`src/rtl/dma_sequencer.sv`:
```
// dma_sequencer: bus-master that copies a block of words between memory, I/O1 and I/O2.
// Latency: REQ one cycle after start, then 2 cycles per word while granted; done at start+2+2N.
// Backpressure: waits in REQ while grant is low; a word already read is always written next cycle.
module dma_sequencer #(
    parameter int ADDR_W = 8,
    parameter int DATA_W = 32,
    parameter int CNT_W  = 6
) (
    input  logic              clock,
    input  logic              rst_n,
    input  logic              start,
    input  logic [ADDR_W-1:0] src_addr,
    input  logic [ADDR_W-1:0] dst_addr,
    input  logic [CNT_W-1:0]  count,
    input  logic              grant,
    input  logic [DATA_W-1:0] rd_data,
    output logic              bus_req,
    output logic              busy,
    output logic              done,
    output logic [ADDR_W-1:0] addr,
    output logic              rd_strobe,
    output logic [DATA_W-1:0] wr_data,
    output logic              memwrite,
    output logic              IOWrite1,
    output logic              IOWrite2
);

    // Memory occupies 0..MEM_LAST; I/O1 sits between it and IO2_BASE; I/O2 above.
    localparam logic [ADDR_W-1:0] MEM_LAST = ADDR_W'(191);
    localparam logic [ADDR_W-1:0] IO2_BASE = ADDR_W'(224);

    typedef enum logic [2:0] {
        S_IDLE,
        S_REQ,
        S_READ,
        S_WRITE,
        S_DONE
    } state_t;

    state_t            state;
    state_t            state_nx;
    logic [ADDR_W-1:0] src_q;
    logic [ADDR_W-1:0] dst_q;
    logic [CNT_W-1:0]  rem_q;
    logic [DATA_W-1:0] word_q;
    logic [ADDR_W-1:0] addr_q;

    // Memory addresses walk forward and wrap inside the memory region;
    // I/O addresses are FIFO-style ports and stay put.
    function automatic logic [ADDR_W-1:0] advance(input logic [ADDR_W-1:0] a);
        if (a == MEM_LAST) begin
            return '0;
        end else if (a < MEM_LAST) begin
            return a + ADDR_W'(1);
        end
        return a;
    endfunction

    // State register.
    always_ff @(posedge clock or negedge rst_n) begin
        if (!rst_n) begin
            state <= S_IDLE;
        end else begin
            state <= state_nx;
        end
    end

    // Next-state and bus strobes; addr falls back to the last value driven.
    always_comb begin
        state_nx  = state;
        busy      = (state != S_IDLE);
        bus_req   = 1'b0;
        done      = 1'b0;
        rd_strobe = 1'b0;
        memwrite  = 1'b0;
        IOWrite1  = 1'b0;
        IOWrite2  = 1'b0;
        addr      = addr_q;
        case (state)
            S_IDLE: begin
                if (start) begin
                    state_nx = (count == '0) ? S_DONE : S_REQ;
                end
            end
            S_REQ: begin
                bus_req = 1'b1;
                if (grant) begin
                    state_nx = S_READ;
                end
            end
            S_READ: begin
                bus_req   = 1'b1;
                rd_strobe = 1'b1;
                addr      = src_q;
                state_nx  = S_WRITE;
            end
            S_WRITE: begin
                bus_req = 1'b1;
                addr    = dst_q;
                if (dst_q <= MEM_LAST) begin
                    memwrite = 1'b1;
                end else if (dst_q < IO2_BASE) begin
                    IOWrite1 = 1'b1;
                end else begin
                    IOWrite2 = 1'b1;
                end
                if (rem_q == CNT_W'(1)) begin
                    state_nx = S_DONE;
                end else if (grant) begin
                    state_nx = S_READ;
                end else begin
                    state_nx = S_REQ;
                end
            end
            S_DONE: begin
                done     = 1'b1;
                state_nx = S_IDLE;
            end
            default: begin
                state_nx = S_IDLE;
            end
        endcase
    end

    // Transfer registers: capture the request, hold the in-flight word, step addresses per word.
    always_ff @(posedge clock or negedge rst_n) begin
        if (!rst_n) begin
            src_q  <= '0;
            dst_q  <= '0;
            rem_q  <= '0;
            word_q <= '0;
            addr_q <= '0;
        end else begin
            case (state)
                S_IDLE: begin
                    if (start && (count != '0)) begin
                        src_q <= src_addr;
                        dst_q <= dst_addr;
                        rem_q <= count;
                    end
                end
                S_READ: begin
                    word_q <= rd_data;
                    addr_q <= addr;
                end
                S_WRITE: begin
                    rem_q  <= rem_q - CNT_W'(1);
                    src_q  <= advance(src_q);
                    dst_q  <= advance(dst_q);
                    addr_q <= addr;
                end
                default: begin
                end
            endcase
        end
    end

    assign wr_data = word_q;

endmodule

```
`config.mk`:
```
export PLATFORM = sky130hd
export DESIGN_NAME = dma_sequencer
export DESIGN_NICKNAME = d
export VERILOG_FILES = /design/src/rtl/dma_sequencer.sv
export SDC_FILE = /design/constraint.sdc
export NUM_CORES = 1
export LEC_CHECK = 0
export CORE_ASPECT_RATIO = 1.75
export CORE_MARGIN = 2
export CORE_UTILIZATION = 35
export CTS_CLUSTER_SIZE = 24
export DETAILED_ROUTE_END_ITERATION = 6
export GPL_TIMING_DRIVEN = 0
export PLACE_DENSITY_LB_ADDON = 0.08
export SLEW_MARGIN = 20
export SYNTH_ARGS = -nofsm -noshare
export SYNTH_HDL_FRONTEND = slang
export SYNTH_SLANG_ARGS = --single-unit
```
`constraint.sdc`:
```
create_clock -name clock -period 3.2 [get_ports clock]
set_clock_uncertainty 0.1 [all_clocks]
set_input_delay 0.64 -clock clock [delete_from_list [all_inputs] [get_ports clock]]
set_output_delay 0.64 -clock clock [all_outputs]
set_load 0.02 [all_outputs]
```
==> run_results.csv <==
group,metric,value,unit
finish,finalInstanceArea,0.00479,sq mm
synthesis,yosysTopAreaCell,"dfrtp_1",
setup_path,worstPathCellList,"buf_2 > nand2b_1 > nor2_2 > clkbuf_4 > clkdlybuf4s50_1",
routing,first_iter_violations,117,
placement,place.detailed.hpwl,6.57,mm
die,initial_core_util,0.360,
synthesis,yosys_warnings,0,
routing,via_count,2835,
routing,route.detailed.drc,0,
synthesis,async_flop_share,1.00,
sta,relSlewSlack,0.620,
setup_path,worst_setup_path_end_kind,"output port",
cts,hold_buffers,0,
setup_path,crit_type,"flip-flop to output port",
power,power.density,943,mW/mm^2
setup_path,cp_data_arrival_time,2.28,ns
finish,drive_above_1_share,0.168,
routing,wl_per_cell,16.0,um
synthesis,synth_area_per_cell,10.7,sq um
synthesis,yosysTopAreaCellShare,0.496,
routing,antenna_left,0,
sta,fin_crit,3.02,ns
sta,fmax,332,MHz
cts,clockBufferDepth,2,
die,rows,46,
cts,clockRootBuffer,"clkbuf_16",
routing,drtPass1Iterations,5,
worst_hold_path,min_path_type,"input port to asynchronous set/reset pin",
synthesis,mappedNetlistArea,0.00328,sq mm
global_route,grt_first_pass_wirelength,14.5,mm
power,p_total,4520,uW
die,die_w,77.2,um
routing,vias_per_cell,5.22,
synthesis,synthTopCellsByArea,"dfrtp_1, mux2_2, o21ai_0",
synthesis,synthDistinctLibCells,50,
routing,drt-total-wl,8.71,mm
setup_path,required,2.46,ns
synthesis,synthCells,305,
finish,fin_nets,480,
placement,io_buffers,104,
setup_path,startpoint_type,"flip-flop",
cts,path_clk_slew,0.05,ns
synthesis,ys_ff_latch,65,
synthesis,synth_nets,367,
sta,final_hold_viol_count,0,
sta,rsz0062_at_grt,"false",
setup_path,cp_slowest_cell,"clkdlybuf4s50_1",
cts,cts-buffers-inserted,9,
synthesis,synth_edf_count,0,
synthesis,yosysMostFrequentCell,"dfrtp_1",
die,die_h,132,um
global_route,grt_max_degree,48,
die,core-area,0.00909,sq mm
sta,period_share,0.943,
global_route,grtUsageMet2,0.317,
run_status,status,"finished clean",
synthesis,ys_seq_area_frac,0.496,
die,io-pin-count,105,
flow_run,max_cap_viol_count,0,
finish,area_growth,46.1,%
global_route,grt_use_met3,0.0445,
power,leakagePower,0.00197,uW
global_route,busiest_layer,"met2",
finish,antenna_cells,0,
global_route,use_met1,0.205,
global_route,antenna_found_initial,0,
cts,ctsHtreeMaxLevel,3,
placement,placed_cell_area,0.00449,sq mm
setup_path,cp_max_fo,10,
cts,cts_tree,"done",
sta,slew_viol_final,0,
sta,worst_pin_slew,0.568,ns
setup_path,critPathMaxStageDelay,0.63,ns
placement,routabilityCongestion,0.825,
global_route,grt_pass1_vias,2928,
power,peakVddDrop,375,uV
synthesis,ys_top_cells_by_count,"dfrtp_1, mux2_2, nand2_1, o21ai_0, nor2_1",
die,die_area,0.0102,sq mm
cts,cts_sinks,65,
cts,clkLatencyLatePin,0.32,ns
sta,setup_viol,0,
global_route,overflow,0,
global_route,grt_usage,0.179,
synthesis,synthFlopType,"dfrtp_1",
sequential cells by signal, summed over array words and instances (netlist names):
signal / count
addr_q: 8
dst_q: 8
rem_q: 6
src_q: 8
state: 3
wr_data: 32
layout make-up:
| type | count | area (sq um) |
|---|---|---|
| multi-input combinational | 213 | 1530 |
| sequential | 65 | 1630 |
| fill | 882 | 4300 |
| clock buffer | 11 | 243 |
| buffer | 17 | 91.3 |
| inverter | 7 | 26.3 |
| timing repair buffer | 105 | 1070 |
| tap | 120 | 150 |
| clock inverter | 5 | 55.1 |
power by group:
group          internal [uW]  switching, uW
combinational           1020           1020
sequential              1200            293
clock                    621            352
total                   2850           1670
cell families (layout without fill, tap and decap cells):
group	after synthesis	after routing	share of synthesized area
multiplexers	44	44	0.148
adder cells (fa/ha/maj)	4	4	0.0153
buffers and inverters	27	145	0.0374
flip-flops	65	65	0.496
AND/OR/NAND/NOR	84	84	0.135
AO/OA/AOI/OAI	81	81	0.168
final timing paths:
| kind | startpoint | endpoint | slack, ns | cells past startpoint |
|---|---|---|---|---|
| setup reg to reg | state[0] | dst_q[2] | 1.07 | 7 |
| min in group clock | addr_q[6] | addr_q[6] | 0.36 | 2 |
| hold / removal | rst_n | wr_data[17] | 0.11 | 1 |
| hold reg to reg | addr_q[6] | addr_q[6] | 0.36 | 2 |
| setup / recovery | state[2] | rd_strobe | 0.18 | 5 |
| max in group asynchronous | rst_n | wr_data[9] | 2.37 | 2 |
critical path, delay by kind of cell, from the launching register on:
| kind | cells | cell delay, ns |
|---|---|---|
| buf+inv | 3 | 1.08 |
| simple gates | 2 | 0.53 |
| flops | 1 | 0.35 |
through the flow:
| step | hold slack, ns | setup slack [ns] | util | setup TNS, ns | instances |
|---|---|---|---|---|---|
| 2_1_floorplan | 0.244 | 0.896 | - | 0 | 305 |
| 3_3_place_gp | 0.351 | -0.938 | 0.491 | -60.58 | 529 |
| 3_5_place_dp | 0.361 | 0.274 | 0.494 | 0 | 530 |
| 4_1_cts | 0.0999 | 0.0129 | 0.527 | 0 | 545 |
| 5_1_grt | 0.104 | 0.0338 | 0.527 | 0 | 543 |
| 6_report | 0.106 | 0.184 | 0.527 | 0 | 543 |
cell usage in the layout (no fill, tap or decap), types with 2 or more instances in the layout:
master,count
buf_6,2
a211oi_1,2
o21ai_0,27
o221a_2,2
o22ai_1,6
a21boi_0,2
nand2b_1,3
a311oi_1,2
a2bb2oi_1,2
dfrtp_1,65
clkbuf_16,9
a31oi_1,5
mux2i_1,10
clkinvlp_4,2
nor3_1,8
a22o_2,2
clkinv_2,2
nor3b_1,3
and4_1,2
nand3_1,11
and3_1,3
clkdlybuf4s50_1,103
o2bb2ai_1,2
buf_2,5
clkbuf_2,2
nor2_1,13
ha_1,4
inv_1,7
a41o_1,2
nand3b_1,2
mux2_2,33
a21oi_1,11
o211ai_1,7
nand2_1,27
and3b_1,2
clkbuf_1,7
a22oi_1,2
routing by layer:
| layer | vias to the layer above | wire (um) | share of wire |
|---|---|---|---|
| met3 | 7 | 360 | 0.041 |
| li1 | 1364 | - | - |
| met5 | - | 0 | 0 |
| met1 | 1373 | 3640 | 0.42 |
| met2 | 91 | 4620 | 0.53 |
| met4 | 0 | 94 | 0.011 |
what timing repair did:
action / 4_1_cts / 5_1_grt
pin swaps: 0 / 0
setup endpoints to repair: 3 / 7
gates cloned: 0 / 0
buffers inserted: 0 / 0
gates resized for setup: 3 / 4
Power figures use the tool's default switching activity.
